==> src/rtl/seg_pkg.sv <==
// Shared types and constants for the multiplexed hex display scanner.
package seg_pkg;

  typedef enum logic {
    BLANK = 1'b0,
    SHOW  = 1'b1
  } state_t;

  localparam logic [7:0] SEG_OFF = 8'hFF;

  // Active-low {dp,g,f,e,d,c,b,a}; dp bit kept high here, decoder overrides it.
  localparam logic [15:0][7:0] GLYPH = {
    8'h8E, 8'h86, 8'hA1, 8'hC6, 8'h83, 8'h88, 8'h90, 8'h80,
    8'hF8, 8'h82, 8'h92, 8'h99, 8'hB0, 8'hA4, 8'hF9, 8'hC0
  };

endpackage

==> src/rtl/seg_hex_dec.sv <==
// Combinational hex nibble to active-low 7-segment decoder with decimal point.
module seg_hex_dec
  import seg_pkg::*;
(
  input  logic [3:0] i_nibble,
  input  logic       i_dp,
  output logic [7:0] o_seg_n
);

  logic [7:0] w_glyph;

  assign w_glyph = GLYPH[i_nibble];
  assign o_seg_n = {~i_dp, w_glyph[6:0]};

endmodule

==> src/rtl/seg_scan.sv <==
// Multiplexed hex display scanner with a frame-synchronous pending/display word pair.
// Optional leading-zero blanking is enabled by defining SEG_SCAN_LZB_EN.
module seg_scan
  import seg_pkg::*;
#(
  parameter int unsigned NDIG = 8,
  parameter int unsigned DIV  = 1000,
  parameter int unsigned GAP  = 16
) (
  input  logic              clk,
  input  logic              rst,
  input  logic              in_valid,
  output logic              in_ready,
  input  logic [4*NDIG-1:0] in_data,
  input  logic [NDIG-1:0]   in_dp,
  output logic [7:0]        seg_n,
  output logic [NDIG-1:0]   an_n
);

  localparam int unsigned CMax = (DIV > GAP) ? DIV : GAP;
  localparam int unsigned CW   = $clog2(CMax);
  localparam int unsigned IW   = $clog2(NDIG);

  localparam logic [CW-1:0] DivLast = CW'(DIV - 1);
  localparam logic [CW-1:0] GapLast = CW'(GAP - 1);
  localparam logic [IW-1:0] IdxLast = IW'(NDIG - 1);

  state_t            r_state, w_state_d;
  logic [CW-1:0]     r_cnt, w_cnt_d;
  logic [IW-1:0]     r_idx, w_idx_d;
  logic [4*NDIG-1:0] r_disp_data, r_pend_data;
  logic [NDIG-1:0]   r_disp_dp, r_pend_dp;
  logic              r_pend_full;
  logic [7:0]        r_seg_n, w_seg_d;
  logic [NDIG-1:0]   r_an_n, w_an_d;

  logic              w_boundary;
  logic              w_xfer;
  logic [3:0]        w_nib;
  logic              w_dp;
  logic [7:0]        w_dec_seg_n;
  logic              w_blank_lz;

  assign in_ready   = ~r_pend_full;
  assign w_xfer     = in_valid & in_ready;
  assign w_boundary = (r_state == SHOW) && (r_cnt == DivLast) && (r_idx == IdxLast);
  assign w_nib      = r_disp_data[{r_idx, 2'b00} +: 4];
  assign w_dp       = r_disp_dp[r_idx];

  always_comb begin
    w_state_d = r_state;
    w_cnt_d   = r_cnt + 1'b1;
    w_idx_d   = r_idx;
    unique case (r_state)
      BLANK: begin
        if (r_cnt == GapLast) begin
          w_state_d = SHOW;
          w_cnt_d   = '0;
        end
      end
      SHOW: begin
        if (r_cnt == DivLast) begin
          w_state_d = BLANK;
          w_cnt_d   = '0;
          w_idx_d   = (r_idx == IdxLast) ? '0 : r_idx + 1'b1;
        end
      end
      default: begin
        w_state_d = BLANK;
        w_cnt_d   = '0;
      end
    endcase
  end

`ifdef SEG_SCAN_LZB_EN
  logic [NDIG-1:0] w_hi_zero;

  // w_hi_zero[i]: nibble i and every nibble above it are zero.
  always_comb begin
    logic acc;
    acc       = 1'b1;
    w_hi_zero = '0;
    for (int i = int'(NDIG) - 1; i >= 0; i--) begin
      acc          = acc & (r_disp_data[4*i +: 4] == 4'h0);
      w_hi_zero[i] = acc;
    end
  end

  assign w_blank_lz = (r_idx != '0) && w_hi_zero[r_idx] && !w_dp;
`else
  assign w_blank_lz = 1'b0;
`endif

  seg_hex_dec u_dec (
    .i_nibble (w_nib),
    .i_dp     (w_dp),
    .o_seg_n  (w_dec_seg_n)
  );

  always_comb begin
    w_seg_d = SEG_OFF;
    w_an_d  = '1;
    if (r_state == SHOW) begin
      w_an_d[r_idx] = 1'b0;
      w_seg_d       = w_blank_lz ? SEG_OFF : w_dec_seg_n;
    end
  end

  always_ff @(posedge clk or posedge rst) begin
    if (rst) begin
      r_state     <= BLANK;
      r_cnt       <= '0;
      r_idx       <= '0;
      r_disp_data <= '0;
      r_disp_dp   <= '0;
      r_pend_data <= '0;
      r_pend_dp   <= '0;
      r_pend_full <= 1'b0;
      r_seg_n     <= SEG_OFF;
      r_an_n      <= '1;
    end else begin
      r_state <= w_state_d;
      r_cnt   <= w_cnt_d;
      r_idx   <= w_idx_d;
      r_seg_n <= w_seg_d;
      r_an_n  <= w_an_d;
      // Commit only at the frame boundary so a frame never mixes two words.
      if (w_boundary && r_pend_full) begin
        r_disp_data <= r_pend_data;
        r_disp_dp   <= r_pend_dp;
        r_pend_full <= 1'b0;
      end else if (w_xfer) begin
        r_pend_data <= in_data;
        r_pend_dp   <= in_dp;
        r_pend_full <= 1'b1;
      end
    end
  end

  assign seg_n = r_seg_n;
  assign an_n  = r_an_n;

endmodule

==> config.mk <==
export PLATFORM = sky130hd
export DESIGN_NAME = seg_scan
export DESIGN_NICKNAME = d
export VERILOG_FILES = /design/src/rtl/seg_pkg.sv /design/src/rtl/seg_hex_dec.sv /design/src/rtl/seg_scan.sv
export SDC_FILE = /design/constraint.sdc
export NUM_CORES = 1
export LEC_CHECK = 0
export ABC_CLOCK_PERIOD_IN_PS = 4300
export CORE_MARGIN = 3
export CORE_UTILIZATION = 35
export DETAILED_ROUTE_END_ITERATION = 6
export GPL_ROUTABILITY_DRIVEN = 0
export GPL_TIMING_DRIVEN = 0
export PLACE_DENSITY = 0.61
export REMOVE_ABC_BUFFERS = 1
export SLEW_MARGIN = 10
export SYNTH_ARGS = -nofsm -noshare
export SYNTH_HDL_FRONTEND = slang
export SYNTH_SLANG_ARGS = --single-unit
==> constraint.sdc <==
create_clock -name clk -period 4.3 [get_ports clk]
set_input_delay 0.86 -clock clk [delete_from_list [all_inputs] [get_ports clk]]
set_output_delay 0.86 -clock clk [all_outputs]
set_load 0.1 [all_outputs]
* Word level (Yosys, flattened, before mapping)
Memories as Yosys holds them, arrays and structs flattened.
Index checks and enable logic that the tools add are counted.
** Word-level totals
- Bits in registers :: 111
- ROM bits :: 128
- Output and inout bits :: 17
- Memories :: 1
** Memories
- (name not given) :: words 16, width 8, read ports 1, clocked after memory_dff 0, write ports 0, line seg_hex_dec.sv:12 : assign w_glyph = GLYPH[i_nibble];
** Cells by class
- $add $sub $neg :: 2
- Magnitude comparators :: 3
- Equality and inequality tests :: 3
- Shifts and indexed selects :: 1
- Muxes and demuxes :: 16
- Bitwise operators :: 6
- Reduce and logical (&&, ||, !) cells :: 7
** Operators by type and width (number)
- 32-bit by 6-bit indexed part select with 4-bit output :: 1
- 10-bit 2-to-1 mux :: 2
- 10-bit one-hot mux with 2 select lines :: 1
- 8-bit 2-to-1 mux :: 2
- 10-bit by 1-bit adder with 10-bit output (second input constant) :: 1
- 10-bit == test (second input constant) :: 1
- 10-bit by 4-bit == test with 1-bit output (second input constant) :: 1
- 8-bit inverter :: 1
- 7-bit 2-to-1 mux :: 1
- 1-bit 2-to-1 mux :: 6
- 4-bit by 5-bit less-than comparator with 1-bit output (second input constant) :: 1
- 1-bit logical AND :: 4
- 3-bit by 4-bit less-than comparator with 1-bit output (second input constant) :: 1
- 1-bit inverter :: 4
- 2-bit AND reduction :: 2
- 3-bit by 1-bit adder with 3-bit output (second input constant) :: 1
- 1-bit binary-select mux with 3-bit select :: 1
- 1-bit demux with 3-bit select :: 1
- 3-bit == test (second input constant) :: 1
- 3-bit by 1-bit greater-or-equal comparator with 1-bit output (second input constant) :: 1
- 3-bit 2-to-1 mux :: 1
- 1-bit one-hot mux with 2 select lines :: 1
- 2-bit nonzero test :: 1
- 1-bit bitwise AND :: 1

* Depth between registers and ports, before layout
- Depth after elaboration :: 6
- Depth in mapped cells :: 9
- Gate-level depth less buffers :: 7

* Modules after synthesis
Synthesis repeated with hierarchy kept, for this count alone.
** Unflattened totals
- Cells, all modules :: 330
- Area total of the unflattened synthesis :: 4820.9 um^2
** Modules (own cells, without submodules)
- seg_scan :: times used 1, cells each 294, area an instance 4545.6 um^2, sequential area each 2797.7 um^2
- seg_hex_dec :: times used 1, cells each 36, area an instance 275.3 um^2, sequential area each 0.0 um^2

* Least setup slack after synthesis
Ideal clock, no wire load.
- Path kind :: register to register
- Start point :: register r_idx[0]
- End point :: register r_seg_n[3], in the netlist seg_n[3]
- Library setup time :: 0.082 ns
- Arrival :: 2.322 ns
- Setup slack :: 1.896 ns
- Stages on the path, launching flop included :: 9
- Cells stage by stage :: dfrtp_1 > buf_6 > buf_2 > mux4_2 > mux2i_1 > inv_1 > ha_1 > mux2_2 > a2bb2oi_1
** Between the ends
- Word-level cells in the longest chain between the ends :: 4
** Ends and longest elaborated chain
- start, declared :: line seg_scan.sv:30 : logic [IW-1:0] r_idx, w_idx_d;
- start signal, assigned :: line seg_scan.sv:124 : r_idx <= w_idx_d;
- 32-bit by 6-bit indexed part select with 4-bit output :: line seg_scan.sv:47 : assign w_nib = r_disp_data[{r_idx, 2'b00} +: 4];
- memory read 16 x 8 bit
- 7-bit 2-to-1 mux (implied by the code) :: line seg_hex_dec.sv:12
- 8-bit 2-to-1 mux :: line seg_scan.sv:103 : if (r_state == SHOW) begin
- net w_seg_d[3] :: line seg_scan.sv:34 : logic [7:0] r_seg_n, w_seg_d;
- end signal, assigned :: line seg_scan.sv:125 : r_seg_n <= w_seg_d;
- end, declared :: line seg_scan.sv:34
The timed path passes the listed nets, and every way through them passes these cells. The select of a mux whose other input is x is not followed.
A chain may end at the register's enable or synchronous reset.

* Worst setup path in the final report
Same ends and word-level chain as after synthesis.

==> results.txt <==
----------------------------------------------------
[Clocking]
  CTS H-tree lvls ... 3
  Reg clk slew, reported paths ... roughly 0.070 ns
  Count of instances resized after the clock tree is built ... 0
  Number of buffers inserted to repair setup after CTS ... 0
  Worst-skew pair later-pin latency ... ~0.34 ns
  Clk sink count ... between 100 and 150
  Number of buffers inserted by hold repair at cts ... 0
  Total clock buffers created by CTS ... 9
  Maximum buffer depth of the clock tree ... 2
  Clock root buffer ... clkbuf_16
  CTS tree ... done

[Job]
  Reported max-cap violation count ... 0

[Timing]
  Period Utilization, post-route ... 0.730
  Time the final worst path needs with I/O delays and setup ... 3.14 ns
  Normalized max-slew margin ... 0.278
  Setup repair after global routing missed its margin ... no
  Final setup fails ... 0
  Clock Skews ... roughly 0.0085 ns
  Final-report hold violation count ... 0
  Transition time at the pin with the least slew margin ... approximately 1.1 ns
  Count of final max-slew check failures ... 0
  Maximum frequency from static timing analysis ... 0.319 GHz
  Final worst-path setup slack ... approximately 1.2 ns

[Yosys]
  FF+latch count, synth ... between 100 and 150
  Part of the Yosys area used for sequential elements ... 0.589
  Synth area leaders ... dfrtp_1 50%, mux2_2 17%, dfstp_2 8.8%
  Yosys warning total ... 0
  Synthesized area ... between 0.004 and 0.005 mm^2
  Top cell type by total area after synthesis ... dfrtp_1
  Count of mapped cells out of synthesis ... between 300 and 400
  Share of the synthesized area in the top cell type ... 0.500
  Number of distinct library cell variants in the gate-level netlist after synthesis ... 36
  Syn Area/Cell ... about 15 um^2

[Cells and area]
  Core Util, Final ... 0.453
  Net count of the finished layout ... roughly 430
  Most frequent standard cell in the layout excluding fill and tap cells ... dfrtp_1
  Fraction of layout cells with a size suffix above 1 ... 0.313
  Most frequent cells in the layout ... 95 x dfrtp_1, 72 x mux2_2, 59 x clkdlybuf4s50_1
  Area growth, synth to finish ... 23.4%
  ANT cells ... 0

[Power and ir drop]
  Psw ... 0.410 mW
  Switching share of total power ... 0.198
  Seq pwr share ... 0.536
  P per Cell Area ... 353 mW/mm^2
  IR Drop Worst-Case VDD ... ~0.23 mV
  Combinational power share ... 0.049
  Share of total power in the clock network ... 0.414
  Static leakage ... about 2.6 nW
  Cell Int Power ... approximately 1.7 mW

[Routing]
  DRC violations left ... 0
  1st-iter DRT viols ... 80
  Routed length on met1 ... just under 4 mm
  Total met2 wirelength after detailed routing ... between 4 and 5 mm
  Total via count in the routed design ... ~2700
  Initial DRT Pass Iterations ... 4
  Routed len/inst ... about 15 um
  Uppermost metal layer occupied by signal nets ... met4
  Routed wire length ... around 8.4 mm
  Routed Antenna Nets ... 0
  Via-per-instance ratio ... 4.82
  Length of routed met3 wiring ... between 300 and 400 um

[Worst setup path]
  Ordered list of cells on the worst path ... mux4_2 > mux2i_1 > inv_1 > ha_1 > mux2_2 > a2bb2oi_1
  Slowest stage delay, CP ... between 1 and 1.5 ns
  CP max stage cell ... dfrtp_1
  Family with the most delay on the worst path ... multiplexers
  Arrival time worst endpoint ... about 3.4 ns
  CP max FO ... 20
  Bufs and invs on worst path ... 1
  Critical path endpoint category ... flop
  Data required time at the worst endpoint ... roughly 4.6 ns
  Crit path depth ... 6
  Critical path startpoint category ... flop
  Worst-case reg-to-reg path depth ... 6
  Type of the setup path with the least slack ... flop to flop

[Die]
  IO Pins ... 60
  Core footprint ... ~0.013 mm^2
  Chip width ... 123 um
  Starting Density ... 0.368
  Row count ... between 40 and 50
  Height of the die ... about 120 um
  Die outline area ... about 0.015 mm^2

[Min path]
  Worst Hold Path Cells ... 1
  Path category of the worst min-delay check ... flop to flop

[GRT]
  Wire length of the first global-routing pass ... ~14 mm
  Maximum number of pins on one net before global-route repair ... 72
  Overflow after GRT ... 0
  Total global routing track utilization ... 0.123
  Number of antenna violations at the first check in global routing ... 0
  Vias in the first global route ... roughly 2700

[Place]
  HPWL reported at the end of detailed placement ... 5.73 mm
  Quantity of I/O buffers inserted on ports ... 59
  Pre-CTS worst setup slack ... ~1.1 ns

[Run status]
  Outcome ... complete, no violations

----------------------------------------------------
-- logic make-up after synthesis --
| logic type | share of synthesized area |
|---|---|
| and+or+nand+nor | 0.0595 |
| xor gates and xnor gates | 0.0147 |
| AOI/OAI and AO/OA | 0.0195 |
| DFF | 0.589 |
| muxes | 0.269 |
| adders and majority gates | 0.0237 |
| buffers and inverters | 0.0245 |
-- routing by layer --
metal | track usage | vias to the layer above
met5 | 0 | -
met4 | 0.0357 | 0
met3 | 0.0323 | 5
met2 | 0.193 | 52
met1 | 0.170 | 1372
li1 | - | 1253
-- registers in the layout (all words and copies together), names as in the netlist --
register,cells
r_disp_data,32
an_n,8
seg_n,8
r_disp_dp,8
r_idx,3
r_pend_full,1
r_state,1
r_pend_dp,8
r_pend_data,32
r_cnt,10
-- cell usage after synthesis --
cell type	n
mux2i_1	9
nor2_2	1
nand4_1	2
xnor2_1	5
o311ai_2	1
nand2_2	1
clkbuf_1	6
a21o_1	1
o21ai_0	1
a2bb2oi_1	2
buf_6	2
mux4_2	8
mux2_1	15
mux2_2	72
and3_1	5
o211ai_1	1
nand3b_1	1
nand3_1	8
xor2_1	3
buf_2	3
mux2_4	2
nand2_1	12
nor2_1	14
inv_1	7
nand2b_4	1
a22oi_1	1
nand4b_1	1
o221ai_1	3
o21ai_1	1
dfstp_2	16
ha_1	9
nor4_1	1
dfrtp_1	95
nor2b_1	6
nor3_1	3
buf_4	4
-- area by class of cell --
class	count	area, um^2
clock buffers	10	229
clock inverters	4	72.6
fillers	1213	7070
inverters	7	31.3
multi-input cells	190	1850
flip-flops and latches	111	2800
well taps	172	215
repair buffers	62	666
-- worst paths after layout --
kind / start / endpoint / slack [ns]
hold reg to reg: r_cnt[0]$_DFF_PP0_ / r_cnt[0]$_DFF_PP0_ / 0.47
hold / removal: r_cnt[0]$_DFF_PP0_ / r_cnt[0]$_DFF_PP0_ / 0.47
setup reg to reg: r_idx[0]$_DFFE_PP0P_ / seg_n[3]$_DFF_PP1_ / 1.16
setup / recovery: r_idx[0]$_DFFE_PP0P_ / seg_n[3]$_DFF_PP1_ / 1.16
min in group asynchronous: rst / r_cnt[2]$_DFF_PP0_ / 0.90
max in group asynchronous: rst / seg_n[4]$_DFF_PP1_ / 2.69
-- worst reg2reg max path: stages, from the launching register on --
cell	delay, ns
dfrtp_1	1.06
mux4_2	0.63
mux2i_1	0.48
inv_1	0.18
ha_1	0.29
mux2_2	0.28
a2bb2oi_1	0.15
-- power groups by stage --
stage	clock network [mW]	logic, mW	registers (mW)
floorplan	0	0.0533	1.12
global placement	0	0.0985	1.13
detailed placement	0	0.105	1.13
CTS	0.885	0.106	1.11
global route	0.929	0.114	1.12
finish	0.857	0.102	1.11
-- through the flow --
step | hold slack, ns | total power [mW] | area (um^2) | cells | TNS [ns]
floorplan | 0.425 | 1.17 | 4660 | 308 | 0
global placement | 0.445 | 1.23 | 5470 | 539 | -112.14
detailed placement | 0.450 | 1.23 | 5560 | 542 | 0
CTS | 0.468 | 2.10 | 5860 | 556 | 0
global route | 0.497 | 2.16 | 5860 | 556 | 0
finish | 0.473 | 2.07 | 5860 | 556 | 0
Power figures use the tool's default switching activity.
